--- src/rtl/aspen_pkg.sv ---
// Shared definitions for the tile scheduler.
//   state_e          : scheduler FSM state encoding
//   MSG_*            : bit positions inside one tile's control message
//   chunk_beats()    : beats per chunk for a given chunk-counter width
//   compute_cycles() : length of a COMPUTE pause between chunks
//   drain_cycles()   : length of the DRAIN phase
//   msg_word()       : builds one tile's 4-bit {finished, memSD, memReady, run} message
package aspen_pkg;

  typedef enum logic [2:0] {
    ST_IDLE    = 3'd0,
    ST_LOAD    = 3'd1,
    ST_STREAM  = 3'd2,
    ST_COMPUTE = 3'd3,
    ST_DRAIN   = 3'd4,
    ST_STORE   = 3'd5,
    ST_DONE    = 3'd6
  } state_e;

  localparam int MSG_RUN      = 0;
  localparam int MSG_MEMREADY = 1;
  localparam int MSG_MEMSD    = 2;
  localparam int MSG_FINISHED = 3;

  localparam int BEAT_W = 16;
  localparam int CYC_W  = 16;

  function automatic int chunk_beats(input int num_counters);
    return (1 << num_counters) - 2;
  endfunction

  function automatic int compute_cycles(input int size_tile);
    return size_tile + 1;
  endfunction

  function automatic int drain_cycles(input int size_tile);
    return 2 * size_tile + 2;
  endfunction

  function automatic logic [3:0] msg_word(input logic finished, input logic mem_sd,
                                          input logic mem_rdy, input logic run);
    logic [3:0] w;
    w               = '0;
    w[MSG_FINISHED] = finished;
    w[MSG_MEMSD]    = mem_sd;
    w[MSG_MEMREADY] = mem_rdy;
    w[MSG_RUN]      = run;
    return w;
  endfunction

endpackage

--- src/rtl/beat_counter.sv ---
// Beat and chunk counting for one timestep.
//   clk_i, rst_ni  : clock, asynchronous active-low reset
//   clr_i          : clear both counters (start of a timestep)
//   clr_chunk_i    : clear only the chunk counter (end of a COMPUTE pause)
//   en_i           : one beat accepted this cycle
//   target_i       : total beats for this timestep
//   last_o         : the beat accepted now (if any) is the final one
//   chunk_full_o   : the beat accepted now (if any) completes a chunk
module beat_counter
  import aspen_pkg::*;
#(
  parameter int CNT_W = 5,
  parameter int CHUNK = 30
) (
  input  logic              clk_i,
  input  logic              rst_ni,
  input  logic              clr_i,
  input  logic              clr_chunk_i,
  input  logic              en_i,
  input  logic [BEAT_W-1:0] target_i,
  output logic              last_o,
  output logic              chunk_full_o
);

  localparam logic [CNT_W:0] CHUNK_V = (CNT_W + 1)'(CHUNK);

  logic [BEAT_W-1:0] beat_q, beat_d;
  logic [CNT_W-1:0]  chunk_q, chunk_d;

  always_comb begin
    beat_d  = beat_q;
    chunk_d = chunk_q;
    if (clr_i) begin
      beat_d  = '0;
      chunk_d = '0;
    end else begin
      if (clr_chunk_i) chunk_d = '0;
      // Saturating: the beat count never wraps past all-ones.
      if (en_i && (beat_q != '1)) begin
        beat_d = beat_q + 1'b1;
        if (chunk_q != '1) chunk_d = chunk_q + 1'b1;
      end
    end
  end

  always_ff @(posedge clk_i or negedge rst_ni) begin
    if (!rst_ni) begin
      beat_q  <= '0;
      chunk_q <= '0;
    end else begin
      beat_q  <= beat_d;
      chunk_q <= chunk_d;
    end
  end

  // Flags look ahead by one beat so the FSM can leave STREAM on the
  // same edge that accepts the terminal beat. Widened to avoid wrap.
  assign last_o       = ({1'b0, beat_q} + 17'd1) == {1'b0, target_i};
  assign chunk_full_o = ({1'b0, chunk_q} + 1'b1) == CHUNK_V;

endmodule

--- src/rtl/tile_scheduler.sv ---
// Sequences one timestep across NUM_TILES neuron tiles sharing a vmem port
// and a data bus.
//   clk, reset        : clock, asynchronous active-low reset
//   start, num_beats  : begin a timestep of num_beats data beats (IDLE only)
//   mem_valid/ready   : shared data bus handshake; mem_ready marks a consumed beat
//   msgControl        : per-tile {finished, memSD, memReady, run}, tile 0 in LSBs
//   tile_sel          : tile owning the vmem port (LOAD/STORE), else 0
//   vmem_rd, vmem_wr  : vmem load / store strobes
//   busy, done        : not idle / one-cycle completion pulse
//
// state   | meaning
// IDLE    | waiting for start, all tiles stopped
// LOAD    | one cycle per tile, loading its vmem contents
// STREAM  | broadcasting data beats to every tile
// COMPUTE | pause after a full chunk so tiles can integrate
// DRAIN   | tiles finish their last chunk
// STORE   | one cycle per tile, writing vmem back
// DONE    | completion pulse, then back to IDLE
module tile_scheduler
  import aspen_pkg::*;
#(
  parameter int NUM_TILES    = 4,
  parameter int size_control = 4,
  parameter int size_tile    = 4,
  parameter int num_counters = 5
) (
  input  logic                                            clk,
  input  logic                                            reset,
  input  logic                                            start,
  input  logic [15:0]                                     num_beats,
  input  logic                                            mem_valid,
  output logic                                            mem_ready,
  output logic [NUM_TILES*size_control-1:0]               msgControl,
  output logic [((NUM_TILES > 1) ? $clog2(NUM_TILES) : 1)-1:0] tile_sel,
  output logic                                            vmem_rd,
  output logic                                            vmem_wr,
  output logic                                            busy,
  output logic                                            done
);

  localparam int SEL_W = (NUM_TILES > 1) ? $clog2(NUM_TILES) : 1;
  localparam int MSG_W = NUM_TILES * size_control;
  localparam int CHUNK = chunk_beats(num_counters);

  localparam logic [CYC_W-1:0] TILE_LAST    = CYC_W'(NUM_TILES - 1);
  localparam logic [CYC_W-1:0] COMPUTE_LAST = CYC_W'(compute_cycles(size_tile) - 1);
  localparam logic [CYC_W-1:0] DRAIN_LAST   = CYC_W'(drain_cycles(size_tile) - 1);

  state_e            state_q, state_d;
  logic [CYC_W-1:0]  cyc_q, cyc_d;
  logic [BEAT_W-1:0] nb_q, nb_d;

  logic              cnt_clr, cnt_clr_chunk, accept;
  logic              last_beat, chunk_full;

  logic [MSG_W-1:0]  msg_q, msg_d;
  logic [SEL_W-1:0]  sel_q, sel_d;
  logic              rd_q, rd_d, wr_q, wr_d;
  logic              busy_q, busy_d, done_q, done_d;
  logic              stream_q, stream_d;
  int                k_d;

  beat_counter #(
    .CNT_W (num_counters),
    .CHUNK (CHUNK)
  ) u_beats (
    .clk_i        (clk),
    .rst_ni       (reset),
    .clr_i        (cnt_clr),
    .clr_chunk_i  (cnt_clr_chunk),
    .en_i         (accept),
    .target_i     (nb_q),
    .last_o       (last_beat),
    .chunk_full_o (chunk_full)
  );

  // Next-state logic. cyc_q is a down-counter holding remaining cycles - 1.
  always_comb begin
    state_d       = state_q;
    cyc_d         = cyc_q;
    nb_d          = nb_q;
    cnt_clr       = 1'b0;
    cnt_clr_chunk = 1'b0;
    accept        = 1'b0;
    unique case (state_q)
      ST_IDLE: begin
        if (start) begin
          nb_d    = num_beats;
          cnt_clr = 1'b1;
          if (num_beats == '0) begin
            state_d = ST_DONE;
          end else begin
            state_d = ST_LOAD;
            cyc_d   = TILE_LAST;
          end
        end
      end
      ST_LOAD: begin
        if (cyc_q == '0) state_d = ST_STREAM;
        else             cyc_d   = cyc_q - 1'b1;
      end
      ST_STREAM: begin
        if (mem_valid) begin
          accept = 1'b1;
          // A final beat that also fills a chunk goes straight to DRAIN.
          if (last_beat) begin
            state_d = ST_DRAIN;
            cyc_d   = DRAIN_LAST;
          end else if (chunk_full) begin
            state_d = ST_COMPUTE;
            cyc_d   = COMPUTE_LAST;
          end
        end
      end
      ST_COMPUTE: begin
        if (cyc_q == '0) begin
          state_d       = ST_STREAM;
          cnt_clr_chunk = 1'b1;
        end else begin
          cyc_d = cyc_q - 1'b1;
        end
      end
      ST_DRAIN: begin
        if (cyc_q == '0) begin
          state_d = ST_STORE;
          cyc_d   = TILE_LAST;
        end else begin
          cyc_d = cyc_q - 1'b1;
        end
      end
      ST_STORE: begin
        if (cyc_q == '0) state_d = ST_DONE;
        else             cyc_d   = cyc_q - 1'b1;
      end
      ST_DONE: state_d = ST_IDLE;
      default: state_d = ST_IDLE;
    endcase
  end

  // Outputs are decoded from the next state so they come straight off flops.
  always_comb begin
    msg_d    = '0;
    sel_d    = '0;
    rd_d     = 1'b0;
    wr_d     = 1'b0;
    busy_d   = (state_d != ST_IDLE);
    done_d   = (state_d == ST_DONE);
    stream_d = (state_d == ST_STREAM);
    k_d      = NUM_TILES - 1 - int'(cyc_d);
    for (int t = 0; t < NUM_TILES; t++) begin
      unique case (state_d)
        ST_LOAD:    msg_d[t*size_control +: 4] = (t == k_d) ? msg_word(1'b0, 1'b0, 1'b1, 1'b1)
                                                            : msg_word(1'b0, 1'b0, 1'b0, 1'b1);
        ST_STREAM:  msg_d[t*size_control +: 4] = msg_word(1'b0, 1'b1, 1'b0, 1'b1);
        ST_COMPUTE: msg_d[t*size_control +: 4] = msg_word(1'b0, 1'b0, 1'b0, 1'b1);
        ST_DRAIN:   msg_d[t*size_control +: 4] = msg_word(1'b1, 1'b0, 1'b0, 1'b1);
        ST_STORE:   msg_d[t*size_control +: 4] = msg_word(1'b0, 1'b0, 1'b0, 1'b1);
        default:    msg_d[t*size_control +: 4] = 4'b0000;
      endcase
    end
    if (state_d == ST_LOAD) begin
      sel_d = SEL_W'(k_d);
      rd_d  = 1'b1;
    end
    if (state_d == ST_STORE) begin
      sel_d = SEL_W'(k_d);
      wr_d  = 1'b1;
    end
  end

  always_ff @(posedge clk or negedge reset) begin
    if (!reset) begin
      state_q  <= ST_IDLE;
      cyc_q    <= '0;
      nb_q     <= '0;
      msg_q    <= '0;
      sel_q    <= '0;
      rd_q     <= 1'b0;
      wr_q     <= 1'b0;
      busy_q   <= 1'b0;
      done_q   <= 1'b0;
      stream_q <= 1'b0;
    end else begin
      state_q  <= state_d;
      cyc_q    <= cyc_d;
      nb_q     <= nb_d;
      msg_q    <= msg_d;
      sel_q    <= sel_d;
      rd_q     <= rd_d;
      wr_q     <= wr_d;
      busy_q   <= busy_d;
      done_q   <= done_d;
      stream_q <= stream_d;
    end
  end

  // The handshake must report the beat taken in this very cycle, so it is
  // the only output gated by a live input (a flop AND mem_valid).
  assign mem_ready = stream_q & mem_valid;

  always_comb begin
    msgControl = msg_q;
    for (int t = 0; t < NUM_TILES; t++) begin
      msgControl[t*size_control + MSG_MEMREADY] = msg_q[t*size_control + MSG_MEMREADY] | mem_ready;
    end
  end

  assign tile_sel = sel_q;
  assign vmem_rd  = rd_q;
  assign vmem_wr  = wr_q;
  assign busy     = busy_q;
  assign done     = done_q;

endmodule

--- config.mk ---
export PLATFORM = sky130hd
export DESIGN_NAME = tile_scheduler
export DESIGN_NICKNAME = d
export VERILOG_FILES = /design/src/rtl/aspen_pkg.sv /design/src/rtl/beat_counter.sv /design/src/rtl/tile_scheduler.sv
export SDC_FILE = /design/constraint.sdc
export NUM_CORES = 1
export LEC_CHECK = 0
export CORE_MARGIN = 2
export CORE_UTILIZATION = 42
export DETAILED_ROUTE_END_ITERATION = 6
export GPL_TIMING_DRIVEN = 0
export SLEW_MARGIN = 20
export SYNTH_ARGS = -nofsm -noshare
export SYNTH_HDL_FRONTEND = slang
export SYNTH_SLANG_ARGS = --single-unit
--- constraint.sdc ---
create_clock -name clk -period 4.4 [get_ports clk]
set_input_delay 0.66 -clock clk [delete_from_list [all_inputs] [get_ports clk]]
set_output_delay 0.66 -clock clk [all_outputs]
set_load 0.05 [all_outputs]
# Yosys cells after proc, flatten, opt, wreduce, memory -nomap -nowiden
# Index checks and enable logic that the tools add are counted.
# word_totals
reg_bits,79
output_inout_bits,23
# classes
mux,41
reduce_logical,11
eq_ne,18
addsub,6
bitwise,5
# op_table
cell,count
2-to-1 mux 16 bit,9
one-hot mux 16 bit (4 select lines),1
one-hot mux 4 bit (4 select lines),4
== test 3 x 17 -> 1 bit (first input constant),2
logical NOT 16 bit,2
logical NOT 32 bit,1
2-to-1 mux 3 bit,8
2-to-1 mux 5 bit,4
adder 16 x 1 -> 17 bit (second input constant),1
== test 17 x 16 -> 1 bit,1
== test 2 x 17 -> 1 bit (first input constant),1
subtractor 2 x 16 -> 17 bit (first input constant),1
adder 16 x 1 -> 16 bit (second input constant),1
inequality test 16 bit (second input constant),1
subtractor 16 x 1 -> 16 bit (second input constant),1
== test 3 bit (second input constant),5
one-hot mux 3 bit (5 select lines),1
== test 3 x 2 -> 1 bit (second input constant),4
2-to-1 mux 2 bit,6
2-to-1 mux 1 bit,8
adder 5 x 1 -> 6 bit (second input constant),1
== test 3 x 1 -> 1 bit (second input constant),2
== test 6 x 5 -> 1 bit (second input constant),1
adder 5 x 1 -> 5 bit (second input constant),1
other kinds (10),14

# Longest topological paths before layout
# depth
word_depth,10
ltp_mapped,15
mapped_depth_nobuf,13

# Hierarchy
# Synthesis repeated with hierarchy kept, for this count alone.
# hier_totals
hier_cells,494
area_unflattened_um2,4332.9
# modules_own_cells
module,cells_per_inst,instances,area_each_um2
tile_scheduler,310,1,2753.9
beat_counter,184,1,1579.0

# Worst setup path after synthesis
# OpenSTA, ideal clock, no wires.
# synth_path
kind,reg2reg
from,register u_beats.beat_q[0]
to,register msg_q[9]
path_stages_with_launch,10
slack_ns,1.316
t_arrival_ns,2.979
path_cell_list,dfrtp_1 > ha_1 > nand3_1 > or4_1 > xnor2_1 > nand4b_1 > nor4_4 > nor3_4 > a211o_1 > nor4b_1
# synth_between
elab_chain_cells,9
# synth_rtl
element,line,text
start: declaration,beat_counter.sv:27,"logic [BEAT_W-1:0] beat_q, beat_d;"
start signal: assignment,beat_counter.sv:51,beat_q <= beat_d;
adder 16 x 1 -> 17 bit,beat_counter.sv:58,"assign last_o = ({1'b0, beat_q} + 17'd1) == {1'b0, target_i};"
== test 17 x 16 -> 1 bit,beat_counter.sv:58,
2-to-1 mux 16 bit,tile_scheduler.sv:106,if (last_beat) begin
2-to-1 mux 16 bit,tile_scheduler.sv:103,if (mem_valid) begin
one-hot mux 16 bit (4 select lines),tile_scheduler.sv:85,unique case (state_q)
via cyc_d[1],tile_scheduler.sv:50,"logic [CYC_W-1:0] cyc_q, cyc_d;"
subtractor 2 x 16 -> 17 bit,tile_scheduler.sv:149,k_d = NUM_TILES - 1 - int'(cyc_d);
== test 3 x 17 -> 1 bit,tile_scheduler.sv:152,"ST_LOAD: msg_d[t*size_control +: 4] = (t == k_d) ? msg_word(1'b0, 1'b0, 1'b1, 1'b1)"
2-to-1 mux 2 bit,tile_scheduler.sv:152,
one-hot mux 4 bit (4 select lines),tile_scheduler.sv:151,unique case (state_d)
via msg_d[9],tile_scheduler.sv:56,"logic [MSG_W-1:0] msg_q, msg_d;"
end signal: assignment,tile_scheduler.sv:187,msg_q <= msg_d;
end: declaration,tile_scheduler.sv:56,
# The timed path passes the listed nets, and every way through them passes these cells.
# A chain may end at the register's enable or synchronous reset.

# Worst setup path in the final report
# layout_path
from,register u_beats.beat_q[0]
to,register msg_q[13]
# Same word-level chain as after synthesis.

==> results.md <==
- Post-DP HPWL: 9.51 mm
- Crit path capture type: flop
- CORE AREA: ~0.011 mm²
- CTS tree: done
- Pin count of the biggest net entering global routing: 42
- Clk_lat worst skew: 0.37 ns
- Vias/cell: 5.74
- Via count: 4322
- Ratio of cells with drive above 1 in the final layout: 0.0995
- # IOs: 43
- Vias in the first global route: 3973
- Area growth syn-to-layout: 17.5%
- Die area: around 0.012 mm²
- P per Cell Area: 544 mW/mm²
- Drt total wl: between 10 and 15 mm
- Ys async rst share: 1.00
- Die W: 108 µm
- Die H: 108 µm
- Fin crit period: ~4.0 ns
- Clk root buf: clkbuf_8
- Routed len/inst: 17.2 µm
- Final Max Tran Viols: 0
- Setup slack, reg-to-reg: between 0.3 and 0.4 ns
- Synth Register Bits: between 60 and 70
- # Max-Cap Violations: 0
- Critical path required time: 4.63 ns
- Finished Layout Cells: 753
- Congestion Overflow GR: 0
- CP arrival: 4.23 ns
- VDD IR max: 0.259 mV
- Setup_tns: 0 ns
- Post-CTS setup buffers: 0
- Fmax: approximately 250 MHz
- Synth cell types: 73
- Unrepaired setup endpoints after global routing: false
- Gr usage total: 0.231
- Num CTS Buffers: 9
- Setup violators final: 0
- Post-CTS Resized: 0
- Synth Area per Inst: between 8 and 9 µm²
- Initial Util: 0.425
- Crit path kind: flop to flop
- Post-CTS Hold Buffers: 0
- Post-Syn Area: 0.00457 mm²
- IO Port Bufs: 42
- H-tree levels: 3
- Worst-case clock buffer depth: 2
- GP Congestion: about 0.90
- Leakage power: 2.30 nW
- Relative slew margins: 0.453
- CP max stage cell: or4_1
- Slowest stage delay, CP: 0.71 ns
- R2R depth: 9
- Post-Synthesis Cells: ~550
- Top_reg_cell synth: dfrtp_1
- Standard-cell rows: 38
- CP Max Fanout: 9
- DRT iter0 DRCs: about 320
- Placed cell count: 737
- Hold Vio Cnt, Final: 0
- Fin nets: 634
- Number of flops mapped to enable cells by yosys: 0
- Final period util: 0.910
- Slew @ Worst Pin: roughly 0.81 ns
- Syn. warnings: 0
- 1st-pass router iterations: 4
- CP cell instances: ha_1 > nand3_1 > or4_1 > xnor2_1 > nand4b_1 > nor4_4 > nor3_4 > a211o_1 > nor4_1
- Critical path startpoint category: flop
- Clock transition at path regs: 0.08 ns
- First-pass GRT wire length: 20.6 mm
- Status: finished, final reports clean
- Initial antenna violation count: 0
- Hold Path Class: input port to asynchronous set/reset pin
- Antenna Nets Post-Route: 0
- Total Power: 2.92 mW
- Layout Skew: 0.00892 ns
- Total clock sinks: 69
- Residual DRC: 0
- Seq/Total Area, Yosys: 0.378
- Ant. Diodes: 0
- Mapped Nets: between 500 and 600
[state kept, by name, summed over array words and instances (netlist names)]
register	count
u_beats.beat_q	16
nb_q	16
vmem_rd	1
tile_sel	2
state_q	3
vmem_wr	1
msg_q	7
done	1
cyc_q	16
busy	1
u_beats.chunk_q	5
[through the flow]
stage	cell area, µm²	setup slack (ns)	hold WS [ns]	util
6_report	5370	0.395	0.214	0.500
5_1_grt	5370	0.0865	0.238	0.500
4_1_cts	5370	0.466	0.216	0.500
3_5_place_dp	5180	0.247	0.484	0.482
3_3_place_gp	5160	0.252	0.485	0.480
2_1_floorplan	4570	1.32	0.364	-
[power breakdown]
| group | total [mW] | switching (mW) | internal [mW] |
|---|---|---|---|
| clock network | 0.496 | 0.245 | 0.250 |
| logic | 1.42 | 0.871 | 0.554 |
| registers | 1.00 | 0.189 | 0.811 |
[per-layer routing]
layer,GRT usage,up-vias,share of wire
met5,0,-,0
met4,0.115,0,0.026
met3,0.0416,28,0.053
met2,0.341,144,0.43
met1,0.325,2061,0.49
li1,-,2089,-
[layout make-up]
| cell class | count | area [µm²] |
|---|---|---|
| Buffer | 45 | 233 |
| Clock buffer | 13 | 169 |
| Clock inverter | 3 | 18.8 |
| Fill cell | 1065 | 5380 |
| Inverter | 18 | 67.6 |
| Multi-Input combinational cell | 422 | 2540 |
| Sequential cell | 69 | 1730 |
| Tap cell | 140 | 175 |
| Timing Repair Buffer | 43 | 438 |
[layout by cell type (no fill, tap or decap), drive strengths merged, types with 6 or more instances in the layout]
cell and n:
nand2 82, dfrtp 69, nor2 50, o21ai 44
clkdlybuf4s50 41, clkbuf 37, a21oi 23, buf 23
nor3 19, inv 18, a31oi 14, nand3 14
xnor2 13, nor4 13, o31ai 12, xor2 12
nand4 10, or3 10, nand2b 9, nor2b 7
o22ai 6, ha 6, and3 6
[cell usage after synthesis (all sizes together), types with 5 or more instances]
cell type | count | area [µm²]
a21oi | 23 | 115
a31oi | 14 | 87.6
and3 | 6 | 38.8
buf | 21 | 143
clkbuf | 24 | 90.1
dfrtp | 69 | 1730
ha | 6 | 75.1
inv | 18 | 67.6
nand2 | 82 | 308
nand2b | 9 | 56.3
nand3 | 14 | 80.1
nand4 | 10 | 62.6
nor2 | 50 | 193
nor2b | 7 | 43.8
nor3 | 19 | 116
nor4 | 13 | 96.3
o211ai | 5 | 37.5
o21ai | 44 | 228
o22ai | 6 | 37.5
o31ai | 12 | 90.1
or3 | 10 | 62.6
xnor2 | 13 | 114
xor2 | 12 | 113
[worst max-delay path: cells and delay by family (launching register included)]
family / cells / cell delay, ns
AO/OA/AOI/OAI: 1 / 0.42
XOR/XNOR: 1 / 0.18
adder cells (fa/ha/maj): 1 / 0.32
flip-flops: 1 / 0.48
AND/OR/NAND/NOR: 6 / 2.44
[final timing paths]
| path | startpoint | end |
|---|---|---|
| worst min register to register | nb_q[3] | nb_q[3] |
| worst max-delay path | u_beats.beat_q[0] | msg_q[13] |
| worst min-delay path | reset | cyc_q[13] |
| max in group asynchronous | reset | busy |
| min in group clk | nb_q[3] | nb_q[3] |
| worst max register to register | u_beats.beat_q[0] | msg_q[13] |
[cells by family (layout without fill, tap and decap cells)]
logic type,Yosys count,count (layout),synth area share
DFF,69,69,0.378
xor gates and xnor gates,26,26,0.0545
adders and majority gates,6,6,0.0164
muxes,2,2,0.00438
AOI/OAI and AO/OA,140,140,0.200
and+or+nand+nor,248,248,0.281
buffers and inverters,63,122,0.0658
Note: power is estimated with default switching activity, not from simulation.
